`config.mk`:
```
export PLATFORM = sky130hd
export DESIGN_NAME = xbar_rtn_router
export DESIGN_NICKNAME = d
export VERILOG_FILES = /design/src/rtl/xbar_rtn_router.sv
export SDC_FILE = /design/constraint.sdc
export NUM_CORES = 1
export LEC_CHECK = 0
export CORE_ASPECT_RATIO = 1.75
export CORE_MARGIN = 2
export CORE_UTILIZATION = 50
export DETAILED_ROUTE_END_ITERATION = 6
export GPL_ROUTABILITY_DRIVEN = 1
export PLACE_DENSITY = 0.72
export SETUP_SLACK_MARGIN = 0.2
export SKIP_LAST_GASP = 1
export SYNTH_ARGS = -nofsm -noshare
export SYNTH_HDL_FRONTEND = slang
export SYNTH_SLANG_ARGS = --single-unit
```
`constraint.sdc`:
```
create_clock -name clk_i -period 4.4 [get_ports clk_i]
set_input_delay 0.88 -clock clk_i [delete_from_list [all_inputs] [get_ports clk_i]]
set_output_delay 0.88 -clock clk_i [all_outputs]
set_load 0.02 [all_outputs]
```
`src/rtl/xbar_rtn_router.sv`:
```
// Return-path router below the shared cache: steers each sc return beat into a
// per-channel FIFO and presents it on that channel's mcash rtn valid/ready port.
module xbar_rtn_router #(
    parameter int DEPTH  = 4,
    parameter int DATA_W = 128
) (
    input  logic              clk_i,
    input  logic              rst_i,
    input  logic              sc_xbar_valid_i,
    output logic              sc_xbar_ready_o,
    input  logic [1:0]        sc_xbar_ch_id_i,
    input  logic [DATA_W-1:0] sc_xbar_data_i,
    output logic              mcash_ch0_rtn_valid_o,
    input  logic              mcash_ch0_rtn_ready_i,
    output logic [DATA_W-1:0] mcash_ch0_rtn_data_o,
    output logic              mcash_ch1_rtn_valid_o,
    input  logic              mcash_ch1_rtn_ready_i,
    output logic [DATA_W-1:0] mcash_ch1_rtn_data_o,
    output logic              mcash_ch2_rtn_valid_o,
    input  logic              mcash_ch2_rtn_ready_i,
    output logic [DATA_W-1:0] mcash_ch2_rtn_data_o,
    output logic              rtn_bad_ch_o
);

    localparam int NCH   = 3;
    localparam int PTR_W = (DEPTH > 2) ? $clog2(DEPTH) : 1;
    localparam int CNT_W = PTR_W + 1;
    localparam logic [CNT_W-1:0] FULL_CNT = CNT_W'(DEPTH);

    logic [NCH-1:0]    full_s;
    logic [NCH-1:0]    valid_s;
    logic [NCH-1:0]    push_s;
    logic [NCH-1:0]    pop_s;
    logic [NCH-1:0]    rtn_ready_s;
    logic [DATA_W-1:0] head_s [NCH];
    logic              ready_s;
    logic              bad_hit_s;
    logic              bad_r;

    assign rtn_ready_s = {mcash_ch2_rtn_ready_i, mcash_ch1_rtn_ready_i, mcash_ch0_rtn_ready_i};

    // Ready looks only at the addressed channel's current count; id 3 is always sunk.
    always_comb begin
        ready_s = 1'b1;
        case (sc_xbar_ch_id_i)
            2'd0:    ready_s = ~full_s[0];
            2'd1:    ready_s = ~full_s[1];
            2'd2:    ready_s = ~full_s[2];
            2'd3:    ready_s = 1'b1;
            default: ready_s = 1'b1;
        endcase
    end

    assign sc_xbar_ready_o = ready_s;
    assign bad_hit_s       = sc_xbar_valid_i & (sc_xbar_ch_id_i == 2'd3);

    generate
        for (genvar g = 0; g < NCH; g++) begin : g_ch
            logic [DATA_W-1:0] mem_r [DEPTH];
            logic [PTR_W-1:0]  wptr_r;
            logic [PTR_W-1:0]  rptr_r;
            logic [CNT_W-1:0]  cnt_r;

            assign push_s[g]  = sc_xbar_valid_i & ready_s & (sc_xbar_ch_id_i == 2'(g));
            assign valid_s[g] = (cnt_r != {CNT_W{1'b0}});
            assign pop_s[g]   = valid_s[g] & rtn_ready_s[g];
            assign full_s[g]  = (cnt_r == FULL_CNT);
            assign head_s[g]  = valid_s[g] ? mem_r[rptr_r] : {DATA_W{1'b0}};

            // Pointer and occupancy state; pointers wrap naturally at DEPTH.
            always_ff @(posedge clk_i or negedge rst_i) begin
                if (!rst_i) begin
                    wptr_r <= {PTR_W{1'b0}};
                    rptr_r <= {PTR_W{1'b0}};
                    cnt_r  <= {CNT_W{1'b0}};
                end else begin
                    if (push_s[g]) begin
                        wptr_r <= wptr_r + PTR_W'(1);
                    end else begin
                        wptr_r <= wptr_r;
                    end
                    if (pop_s[g]) begin
                        rptr_r <= rptr_r + PTR_W'(1);
                    end else begin
                        rptr_r <= rptr_r;
                    end
                    case ({push_s[g], pop_s[g]})
                        2'b10:   cnt_r <= cnt_r + CNT_W'(1);
                        2'b01:   cnt_r <= cnt_r - CNT_W'(1);
                        default: cnt_r <= cnt_r;
                    endcase
                end
            end

            // Storage carries no reset; stale entries are masked by the count.
            always_ff @(posedge clk_i) begin
                if (push_s[g]) begin
                    mem_r[wptr_r] <= sc_xbar_data_i;
                end
            end
        end
    endgenerate

    // Sticky illegal-channel flag, cleared only by reset.
    always_ff @(posedge clk_i or negedge rst_i) begin
        if (!rst_i) begin
            bad_r <= 1'b0;
        end else if (bad_hit_s) begin
            bad_r <= 1'b1;
        end else begin
            bad_r <= bad_r;
        end
    end

    assign rtn_bad_ch_o          = bad_r;
    assign mcash_ch0_rtn_valid_o = valid_s[0];
    assign mcash_ch1_rtn_valid_o = valid_s[1];
    assign mcash_ch2_rtn_valid_o = valid_s[2];
    assign mcash_ch0_rtn_data_o  = head_s[0];
    assign mcash_ch1_rtn_data_o  = head_s[1];
    assign mcash_ch2_rtn_data_o  = head_s[2];

endmodule

```
# Yosys cells after proc, flatten, opt, wreduce, memory -nomap -nowiden
# Memory sizes are Yosys's and may differ from the RTL's.
# Index checks and enable logic that the tools add are counted.
dict set report word_totals {
  regBits 22
  ram_bits 1536
  inputBits 136
  output_inout_bits 389
  wordCells 68
  n_memories 3
}
dict set report classes {
  addsub 12
  eq_ne 12
  muxes 13
  bitwise 11
  n_reduce_logical 7
}
# memory words width read_ports rd_clocked_by_memory_dff wr line
set memory_table {}
lappend memory_table {{g_ch[0].mem_r} 4 128 1 0 1 59} ;# logic [DATA_W-1:0] mem_r [DEPTH];
lappend memory_table {{g_ch[1].mem_r} 4 128 1 0 1 59}
lappend memory_table {{g_ch[2].mem_r} 4 128 1 0 1 59}
# cell n
set ops {}
lappend ops {{2-to-1 mux 128 bit} 3}
lappend ops {{case mux 3 bit (2 select lines)} 3}
lappend ops {{adder 2 x 1 -> 2 bit (second input constant)} 6}
lappend ops {{== test 2 bit (second input constant)} 5}
lappend ops {{adder 3 x 1 -> 3 bit (second input constant)} 3}
lappend ops {{== test 3 bit (second input constant)} 3}
lappend ops {{nonzero test 3 bit} 3}
lappend ops {{subtractor 3 x 1 -> 3 bit (second input constant)} 3}
lappend ops {{AND 1 bit} 8}
lappend ops {{== test 2 x 1 -> 1 bit (second input constant)} 4}
lappend ops {{2-to-1 mux 1 bit} 6}
lappend ops {{nonzero test 2 bit} 3}
lappend ops {{case mux 1 bit (4 select lines)} 1}
lappend ops {{NOT 1 bit} 3}
lappend ops {{zero test 2 bit} 1}

# Longest topological paths before layout
# Gate-level depths: netlist of the first run.
dict set report logic_depth {
  word_depth 7
  ltp_mapped 9
  depth_no_buf 9
}

# Worst setup path before layout of the first run
# Ideal clock, no wire load.
dict set report synth_path {
  path_kind {input to register}
  start {input port sc_xbar_ch_id_i[1]}
  end {memory g_ch[0].mem_r[0][0] (enable)}
  setup_ns 0.502
  arrival_ns 4.578
  t_required_ns 3.898
  setup_slack_ns -0.680
  cell_stages 3
  n_path_buf 0
  cell_sequence {or3b_2 > a31oi_4 > and2_1}
}
dict set report synth_via {
  elab_chain_cells 6
  word_cells_on_any_way 9
  classes_between {eq/ne (3); mux (3); bitwise (2); reduce/logical (1)}
}
# item line
set synth_lines {}
lappend synth_lines {{start, declared} 11} ;# input logic [1:0] sc_xbar_ch_id_i,
lappend synth_lines {{== test 2 bit, or another cell as far along} 45} ;# case (sc_xbar_ch_id_i)
lappend synth_lines {{case mux 1 bit (4 select lines)} 45}
lappend synth_lines {{AND 1 bit} 64} ;# assign push_s[g] = sc_xbar_valid_i & ready_s & (sc_xbar_ch_id_i == 2'(g));
lappend synth_lines {{AND 1 bit (*)} 64}
lappend synth_lines {{2-to-1 mux 1 bit (*)} 97} ;# if (push_s[g]) begin
lappend synth_lines {{2-to-1 mux 1 bit (implied by the code) (*)} 98} ;# mem_r[wptr_r] <= sc_xbar_data_i;
lappend synth_lines {{end, declared} 59}
# Every way passes the cells marked *; elsewhere a longest branch is shown, timed or not.

# Worst setup path in the final report of the first run
dict set report layout_path {
  start {register g_ch[0].cnt_r[2]}
  end {output port mcash_ch0_rtn_data_o[127]}
}
dict set report layout_via {
  elab_chain_cells 2
}
# item line
set layout_lines {}
lappend layout_lines {{start, declared} 62} ;# logic [CNT_W-1:0] cnt_r;
lappend layout_lines {{start signal, assigned} 75} ;# cnt_r <= {CNT_W{1'b0}};
lappend layout_lines {{start signal, assigned} 88} ;# 2'b10: cnt_r <= cnt_r + CNT_W'(1);
lappend layout_lines {{start signal, assigned} 89} ;# 2'b01: cnt_r <= cnt_r - CNT_W'(1);
lappend layout_lines {{nonzero test 3 bit} 65} ;# assign valid_s[g] = (cnt_r != {CNT_W{1'b0}});
lappend layout_lines {{2-to-1 mux 128 bit} 68} ;# assign head_s[g] = valid_s[g] ? mem_r[rptr_r] : {DATA_W{1'b0}};
lappend layout_lines {{end, declared} 15} ;# output logic [DATA_W-1:0] mcash_ch0_rtn_data_o,
# No other way between the ends.

==> summary.md, run 1 <==
| Metric | Value |
|---|---|
| Status | complete, no violations |
| Initial antenna violation count | 17 |
| Synth area leaders | edfxtp_1 (78%), mux4_2 (15%), and2_1 (4.2%), dfrtp_1 (0.93%), buf_6 (0.63%) |
| WP data required | 3.52 ns |
| Final core occ | 60.73% |
| First-pass GRT wire length | 209.2 mm |
| Site row count | 167 |
| CTS root buf | clkbuf_16 |
| Synth top area share | 77.78% |
| RR Startpoint | g_ch[0].cnt_r[2] |
| Vias/cell | 5.951 |
| ANT nets after route | 0 |
| Initial Utilization | 50.23% |
| Leakage power | 0.02276 uW |
| Power density over the cells | 692.9 nW/um2 |
| Tcrit/Tclk final | 94.60% |
| Post-synthesis sequential area ratio | 78.71% |
| Hold Fails Final Rpt | 0 |
| # Max-Cap Violations | 0 |
| Cts hold-fix bufs | 0 |
| RSZ-0062 raised after global routing | false |
| Max-slew violations | 0 |
| Area Growth Syn to Fin | 20.91% |
| Post-synth cell types | 30 |
| Via count | 28610 |
| Yosys top cell by area | edfxtp_1 |
| Die Y | 459.6 um |
| CP endpoint | mcash_ch0_rtn_data_o[127] |
| Overflow after GRT | 0 |
| HPWL after DPL | 81.58 mm |
| Final Net Count | 3326 |
| DR WL/cell | 29.97 um |
| Final min period | 4.163 ns |
| Clk buf depth | 3 |
| Htree depth | 4 |
| Finish-stage setup viols | 0 |
| Worst IR Drop VDD | 0.6106 mV |
| Crit Path Class | flop to output pin |
| CP arrival | 3.28 ns |
| Highest metal used | met5 |
| Non-filler cells, final | 4807 |
| Met2 WL post-DR | 71.22 mm |
| Internal reg-to-reg setup slack | 1.30 ns |
| IO buf count | 524 |
| Clock skew | 0.02898 ns |
| Ys Warns | 0 |
| Critical path's largest stage delay | 0.90 ns |
| GRT Util Overall | 24.08% |
| Total CTS buffers | 139 |
| Flops & latches, synth | 1558 |
| Fmax | 0.2402 GHz |
| Largest net degree at the start of global routing | 99 |
| Crit. Startpoint | g_ch[0].cnt_r[2] |
| Core area | 118100 um2 |
| Clk slew on worst S/H paths | 0.07 ns |
| Max-Slew Margin vs Limit | 21.69% |
| TritonRoute pass-1 iters | 5 |
| Startpoint types | flop |
| Die Wd | 264.3 um |
| Cells after synthesis | 2554 |
| Clk Latency, worst-skew pair | 0.78 ns |
| Worst hold margin | 0.4836 ns |
| Met3 WL post-DR | 12.26 mm |
| Share of cells above drive strength 1 | 21.30% |
| GPL Wtd Cong | 0.7591 |
| DR iter-0 viols | 2874 |
| CTS tree | yes |
| Synthesized cell area | 59300 um2 |
| Setup TNS | 0 ns |
| CTS Sinks | 1558 |
| M1 wire length | 55.97 mm |
| Critical-path top delay cell | or3_2 |
| Max FO, Critical Path | 34 |
| Avg Cell Area, Syn | 23.22 um2 |
| Worst setup EP type | output pin |
| Crit Reg-Reg Endpoint | g_ch[0].cnt_r[2] |
| WL final | 144.1 mm |
| Actual slew at the worst max-slew pin | 1.171 ns |
| Reg2reg path depth | 8 |
| Hold Path Class | flop to flop |
| Placed insts | 4534 |
| DRC violations left | 0 |
| Post-Syn Nets | 2708 |
| I/O pin cnt | 525 |
| Vias in the first global route | 30010 |
| Cells along the critical path | or3_2 > and2_1 > clkdlybuf4s50_1 |
| DIE AREA | 121500 um2 |
flip-flops by register name (all words and copies together) (netlist names):
signal,count
g_ch.mem_r,1536
g_ch.cnt_r,9
g_ch.rptr_r,6
g_ch.wptr_r,6
rtn_bad_ch_o,1
critical path, delay by kind of cell, from the launching register on:
kind / cells / cell delay [ns]
buffers and inverters: 1 / 0.62
DFF: 1 / 0.68
and+or+nand+nor: 2 / 1.21
how the worst min path moves through the flow:
stage / startpoint / end / slack, ns / cells past startpoint
4_1_cts: rtn_bad_ch_o / rtn_bad_ch_o / 0.49 / 1
2_1_floorplan: g_ch[2].cnt_r[2] / g_ch[2].cnt_r[2] / 0.45 / 1
6_report: rtn_bad_ch_o / rtn_bad_ch_o / 0.48 / 1
5_1_grt: rtn_bad_ch_o / rtn_bad_ch_o / 0.51 / 1
3_5_place_dp: rtn_bad_ch_o / rtn_bad_ch_o / 0.46 / 1
3_3_place_gp: rtn_bad_ch_o / rtn_bad_ch_o / 0.46 / 1
power breakdown:
group,switching [uW],internal (uW)
clock network,5360,7120
registers,569,17300
logic,10200,9180
logic make-up after synthesis:
group / Yosys count / share of synthesized area [%]
buf+inv: 147 / 1.460
mux: 388 / 14.66
xor+xnor: 18 / 0.2659
simple gates: 418 / 4.387
compound gates: 7 / 0.09918
flops: 1558 / 78.71
fa+ha+maj: 18 / 0.4178
cell type report:
type,count,area (um2)
inverters,18,67.56
clock buffers,166,3622
flip-flops and latches,1558,46700
diodes,4,10.01
well taps,1521,1903
repair buffers,602,6511
multi-input cells,853,11830
clock inverters,85,1051
fillers,7996,46360
stage by stage:
stage	worst slack, ns	instance area, um2	total power (uW)
after floorplan	0.7431	59310	28730
after global placement	0.6966	66800	37130
after detailed placement	0.7852	66800	37270
after CTS	0.1950	71610	50110
after global routing	0.2034	71690	51440
final	0.2374	71700	49680
synth_stat cells, drive strengths merged:
| cell type | number |
|---|---|
| edfxtp | 1536 |
| and2 | 399 |
| mux4 | 384 |
| buf | 80 |
| clkbuf | 49 |
| dfrtp | 22 |
| inv | 18 |
| ha | 15 |
| xnor2 | 9 |
| xor2 | 9 |
| nor2 | 4 |
| fa | 3 |
| mux2 | 3 |
| nand2 | 3 |
| nand3 | 3 |
| or3 | 3 |
| a31oi | 2 |
| nand3b | 2 |
| o21ai | 2 |
| a21oi | 1 |
| a31o | 1 |
| mux2i | 1 |
| nor3 | 1 |
| nor3b | 1 |
| nor4b | 1 |
| o21a | 1 |
| or3b | 1 |
cell usage in the layout, fill, tap and decap left out, types with 2 or more instances in the layout:
master,instances
and2_1,387
xnor2_1,9
clkdlybuf4s50_1,524
clkinv_2,18
edfxtp_1,1536
nand2_1,3
buf_4,23
fa_1,3
buf_16,2
or3_4,3
buf_6,2
mux4_2,384
nand3b_1,2
nand3_1,3
clkinv_8,4
dfrtp_4,6
nor2_1,4
inv_16,3
inv_1,18
buf_12,50
bufinv_16,20
mux2_2,3
xor2_1,9
clkbuf_16,141
o21ai_0,2
and2_4,12
or3_2,4
dfrtp_1,15
clkinv_1,21
clkbuf_1,25
ha_1,15
clkinvlp_4,10
inv_6,6
clkinv_4,2
diode_2,4
routing by layer:
metal,track usage (%),vias up
met3,5.531,250
li1,-,11670
met2,38.98,1414
met1,32.51,15260
met4,8.374,18
met5,0,-
repair_timing:
item                                    in CTS  in global routing
gates resized for setup                      3                  0
pin swaps                                    2                  0
endpoints found under the setup margin     306                  1
setup buffers                                6                  8
cloned                                       4                  0
No activity file was read; power rests on OpenSTA's default activity.
==> run 2: changes to the inputs <==
--- a/config.mk
+++ b/config.mk
@@ -5,12 +5,13 @@
 export SDC_FILE = /design/constraint.sdc
 export NUM_CORES = 1
 export LEC_CHECK = 0
+export CAP_MARGIN = 20
 export CORE_ASPECT_RATIO = 1.75
 export CORE_MARGIN = 2
-export CORE_UTILIZATION = 50
+export CORE_UTILIZATION = 45
 export DETAILED_ROUTE_END_ITERATION = 6
 export GPL_ROUTABILITY_DRIVEN = 1
-export PLACE_DENSITY = 0.72
+export PLACE_DENSITY = 0.64
 export SETUP_SLACK_MARGIN = 0.2
 export SKIP_LAST_GASP = 1
 export SYNTH_ARGS = -nofsm -noshare
==> constraint.sdc (replaced) <==
create_clock -name clk_i -period 4.5 [get_ports clk_i]
set_input_delay 0.9 -clock clk_i [delete_from_list [all_inputs] [get_ports clk_i]]
set_output_delay 0.9 -clock clk_i [all_outputs]
set_load 0.02 [all_outputs]
==> run 2 against run 1 <==
Net effect:
- clock power hardly changed
- clock skew increased by 0.00065 ns
- final cell count rose by 4.0%
- clock-buffer cell count increased by 4
- combinational power decreased by 3%
- final area grew 0.57%
- wire length grew 1.0%
- sequential power is 2% lower
- via count decreased by 1.8%
- total power down 2.5%
- worst hold slack better by 0.0034 ns
- die area rose by 11%
- critical path type unchanged
==> summary.md, run 2 (same netlist as run 1, synthesis figures left out) <==
| Metric | Value |
|---|---|
| WL final | 145.5 mm |
| Worst setup EP type | output pin |
| Reg2reg path depth | 8 |
| Hold Path Class | flop to flop |
| Tcrit/Tclk final | 92.96% |
| GPL Wtd Cong | 0.7703 |
| Total CTS buffers | 141 |
| DR WL/cell | 29.12 um |
| Die Y | 484.2 um |
| CTS Sinks | 1558 |
| DIE AREA | 134800 um2 |
| Clock skew | 0.02963 ns |
| HPWL after DPL | 91.25 mm |
| Internal reg-to-reg setup slack | 1.45 ns |
| Share of cells above drive strength 1 | 21.33% |
| Hold path depth | 1 |
| Initial Utilization | 45.26% |
| CP arrival | 3.28 ns |
| DRC violations left | 0 |
| TritonRoute pass-1 iters | 5 |
| Htree depth | 4 |
| Via count | 28100 |
| ANT nets after route | 0 |
| CTS root buf | clkbuf_16 |
| CTS tree | yes |
| Crit Path Class | flop to output pin |
| Actual slew at the worst max-slew pin | 1.053 ns |
| Setup TNS | 0 ns |
| Hold_sp | rtn_bad_ch_o |
| Largest net degree at the start of global routing | 73 |
| Vias in the first global route | 29550 |
| Finish-stage setup viols | 0 |
| DR iter-0 viols | 2823 |
| Max reg flops | 1536 |
| RSZ-0062 raised after global routing | true |
| Worst IR Drop VDD | 0.5356 mV |
| I/O pin cnt | 525 |
| Fmax | 0.2391 GHz |
| Power density over the cells | 671.6 nW/um2 |
| M1 wire length | 58.57 mm |
| Hold Fails Final Rpt | 0 |
| Final min period | 4.183 ns |
| Max-slew violations | 0 |
| WP data required | 3.60 ns |
| IO buf count | 524 |
| Post-route total power | 48430 uW |
| Non-filler cells, final | 4998 |
| Core area | 131000 um2 |
| Met2 WL post-DR | 73.27 mm |
| Clk Latency, worst-skew pair | 0.77 ns |
| Die Wd | 278.4 um |
| Crit Reg-Reg Endpoint | g_ch[1].cnt_r[2] |
| RR Startpoint | g_ch[1].cnt_r[2] |
| Initial antenna violation count | 16 |
| Most flops, register | g_ch.mem_r |
| Site row count | 176 |
| Max-Slew Margin vs Limit | 29.82% |
| Leakage power | 0.02287 uW |
| Clk slew on worst S/H paths | 0.06 ns |
| Commonest non-fill, non-tap cell in the layout | edfxtp_1 |
| Top flop regs | g_ch.mem_r (1536), g_ch.cnt_r (9) |
| Most frequent cells in the layout | edfxtp_1 (1536), clkdlybuf4s50_1 (524), and2_1 (387), mux4_2 (384), clkbuf_16 (146) |
| Overflow after GRT | 0 |
| Startpoint types | flop |
| Vias/cell | 5.623 |
| Final Net Count | 3347 |
| Area Growth Syn to Fin | 21.59% |
| Clk buf depth | 3 |
| Placed insts | 4732 |
| Highest metal used | met5 |
| Max FO, Critical Path | 34 |
| Worst hold path endpoint | rtn_bad_ch_o |
| First-pass GRT wire length | 211.2 mm |
| Status | complete, no violations |
| GRT Util Overall | 21.84% |
| # Max-Cap Violations | 0 |
| Met3 WL post-DR | 10.94 mm |
==> run 2: final cells by class <==
cell class,count,area [um2]
antenna,7,17.52
inverter,18,67.56
tap,1691,2116
fill,9707,58920
timing repair buffer,622,6709
clock inverter,80,925.9
sequential,1558,46700
multi-input combinational,852,11830
clock buffer,170,3744
==> run 2: power by group <==
group	internal, uW	switching, uW	total [uW]
sequential	16900	536	17400
clock	6940	5210	12200
combinational	8840	10000	18900
==> run 2: critical path, stage by stage (launching register included) <==
cell and delay (ns):
dfrtp_1 0.60, or3_4 0.58, buf_4 0.36, and2_1 0.27, clkdlybuf4s50_1 0.65
==> run 2: repair_timing <==
action / CTS / global route
gates resized for setup: 0 / 2
setup buffers: 6 / 0
gates cloned: 3 / 0
pin swaps: 2 / 0
setup endpoints to repair: 31 / 9
hold buffers: 0 / 0
hold endpoints to repair: 0 / 0
==> run 2: worst max path at each step <==
stage,start,to,cells past startpoint
global placement,sc_xbar_valid_i,g_ch[0].mem_r[0][65],5
CTS,g_ch[0].cnt_r[2],mcash_ch0_rtn_data_o[109],4
global route,g_ch[0].cnt_r[2],mcash_ch0_rtn_data_o[101],4
finish,g_ch[0].cnt_r[0],mcash_ch0_rtn_data_o[101],4
detailed placement,sc_xbar_ch_id_i[0],g_ch[0].mem_r[0][51],5
floorplan,sc_xbar_ch_id_i[1],g_ch[0].mem_r[0][0],3
==> run 2: metrics by stage <==
stage	hold WS [ns]	worst slack [ns]	utilization (%)	cell area [um2]
2_1_floorplan	0.4471	0.8231	-	59310
3_3_place_gp	0.4646	0.8648	51.38	67320
3_5_place_dp	0.4633	0.8401	51.38	67320
4_1_cts	0.4840	0.1833	55.00	72070
5_1_grt	0.4992	0.1580	55.02	72090
6_report	0.4870	0.3169	55.03	72100
==> run 2: routing by layer <==
metal / vias up / track usage, %
li1: 11720 / -
met1: 15110 / 29.43
met2: 1090 / 36.44
met3: 171 / 4.793
met4: 14 / 5.280
met5: - / 0
==> run 3: changes to the inputs <==
--- a/config.mk
+++ b/config.mk
@@ -10,8 +10,10 @@
 export CORE_MARGIN = 2
 export CORE_UTILIZATION = 45
 export DETAILED_ROUTE_END_ITERATION = 6
+export DONT_BUFFER_PORTS = 1
 export GPL_ROUTABILITY_DRIVEN = 1
-export PLACE_DENSITY = 0.64
+export MAX_ROUTING_LAYER = met4
+export PLACE_DENSITY = 0.59
 export SETUP_SLACK_MARGIN = 0.2
 export SKIP_LAST_GASP = 1
 export SYNTH_ARGS = -nofsm -noshare
==> run 3 against run 2 <==
Net effect:
- wire length is 1.6% lower
- total power is 12% lower
- clock power is 5% lower
- maximum frequency is 8.9% higher
- first-iteration DRC count is 31% lower
- sequential cell count stayed put
- utilization is 4.6 points lower
- combinational power is 28% lower
- sequential power hardly changed
- via count is 8.2% lower
- critical endpoint is now mcash_ch0_rtn_data_o[98]
==> summary.md, run 3 (same netlist as run 1, synthesis figures left out) <==
| Metric | Value |
|---|---|
| Largest net degree at the start of global routing | 84 |
| Site row count | 176 |
| GPL Wtd Cong | 0.7567 |
| Total CTS buffers | 141 |
| Actual slew at the worst max-slew pin | 0.9239 ns |
| RSZ-0062 raised after global routing | false |
| Final core occ | 50.48% |
| # Max-Cap Violations | 0 |
| Critical path's largest stage delay | 0.77 ns |
| Htree depth | 4 |
| WL final | 143.3 mm |
| Post-route total power | 42820 uW |
| Cells along the critical path | buf_12 > mux4_2 > and2_1 |
| Max reg flops | 1536 |
| HPWL after DPL | 83.62 mm |
| Share of cells above drive strength 1 | 24.47% |
| Commonest non-fill, non-tap cell in the layout | edfxtp_1 |
| Vias/cell | 5.814 |
| Met3 WL post-DR | 11.42 mm |
| DIE AREA | 134800 um2 |
| Max-slew violations | 0 |
| Leakage power | 0.02053 uW |
| Initial antenna violation count | 10 |
| CTS resizes | 0 |
| GRT Util Overall | 22.02% |
| Core area | 131000 um2 |
| Worst setup EP type | output pin |
| Die Wd | 278.4 um |
| Filler cell count in the final layout | 10180 |
| Final min period | 3.842 ns |
| CTS tree | yes |
| Hold Fails Final Rpt | 0 |
| CTS root buf | clkbuf_16 |
| Most flops, register | g_ch.mem_r |
| Final Worst Setup Slack | 0.6578 ns |
| CTS Sinks | 1558 |
| First-pass GRT wire length | 205.2 mm |
| Clk slew on worst S/H paths | 0.07 ns |
| Worst hold margin | 0.2176 ns |
| Max FO, Critical Path | 36 |
| Clk Latency, worst-skew pair | 0.77 ns |
| Fmax | 0.2603 GHz |
| IO buf count | 0 |
| DR iter-0 viols | 1957 |
| Status | complete, no violations |
| Highest metal used | met4 |
| Via count | 25810 |
| Setup TNS | 0 ns |
| WP data required | 3.60 ns |
| Crit Path Class | flop to output pin |
| CP arrival | 2.94 ns |
| TritonRoute pass-1 iters | 5 |
| Worst IR Drop VDD | 0.5661 mV |
| Overflow after GRT | 0 |
| Critical-path top delay cell | dfrtp_4 |
| Most frequent cells in the layout | edfxtp_1 (1536), and2_1 (387), mux4_2 (384), clkbuf_16 (144), buf_12 (42) |
| Hold Path Class | primary input to flop |
| Clk buf depth | 3 |
| Final Net Count | 2787 |
| DR WL/cell | 32.27 um |
| Startpoint types | flop |
| Clock skew | 0.01986 ns |
| Finish-stage setup viols | 0 |
| Vias in the first global route | 28120 |
| DRC violations left | 0 |
| Max-Slew Margin vs Limit | 37.94% |
| I/O pin cnt | 525 |
| Die Y | 484.2 um |
| Pre-CTS setup slack | 1.234 ns |
| ANT nets after route | 0 |
| Met2 WL post-DR | 74.49 mm |
| M1 wire length | 54.05 mm |
| Top flop regs | g_ch.mem_r (1536), g_ch.cnt_r (9) |
| Power density over the cells | 647.5 nW/um2 |
| Area Growth Syn to Fin | 11.54% |
| Tcrit/Tclk final | 85.38% |
| Initial Utilization | 45.26% |
-- run 3: final cells by class --
cell class | count | area, um2 | share of cell area, %
Multi-Input combinational cell | 849 | 11800 | 17.85
Sequential cell | 1558 | 46700 | 70.61
Timing Repair Buffer | 65 | 1036 | 1.566
Inverter | 18 | 67.56 | 0.1022
Clock inverter | 77 | 679.4 | 1.027
Antenna cell | 2 | 5.005 | 0.007567
Tap cell | 1691 | 2116 | 3.199
Clock buffer | 179 | 3735 | 5.647
-- run 3: what timing repair did --
| item | CTS | global route |
|---|---|---|
| hold endpoints to repair | 22 | 0 |
| setup buffers | 0 | 0 |
| hold buffers | 2 | 0 |
| setup endpoints to repair | 0 | 0 |
-- run 3: per-stage QoR --
stage,area [um2],instances
final,66140,4439
after global routing,66140,4439
after CTS,66130,4437
after detailed placement,61690,4179
after global placement,61660,4178
after floorplan,59310,2554
-- run 3: critical path, delay by kind of cell (launching register included) --
kind,cells,cell delay [ns]
muxes,1,0.65
buffers and inverters,1,0.37
DFF,1,0.77
and+or+nand+nor,1,0.28
-- run 3: final timing paths --
| path | start | to | slack, ns | depth (start not counted) |
|---|---|---|---|---|
| max | g_ch[0].rptr_r[0] | mcash_ch0_rtn_data_o[98] | 0.66 | 3 |
| min | sc_xbar_data_i[99] | g_ch[0].mem_r[2][99] | 0.22 | 0 |
| max reg2reg | g_ch[2].cnt_r[2] | g_ch[2].mem_r[2][12] | 1.63 | 4 |
| min reg2reg | g_ch[2].cnt_r[2] | g_ch[2].cnt_r[2] | 0.52 | 1 |
| max in group asynchronous | rst_i | g_ch[2].rptr_r[1] | 3.72 | 2 |
| min in group asynchronous | rst_i | g_ch[0].cnt_r[1] | 0.61 | 2 |
-- run 3: metal layers --
metal  vias up  GRT usage, %
met5         -             -
met4         0         6.400
met3       179         6.042
met2       905         37.26
met1     14150         25.77
li1      10580             -
-- run 3: where the power goes --
group          internal (uW)  total [uW]  switching [uW]
sequential             16900       17600             703
clock                   6350       11600            5280
combinational           4830       13600            8770
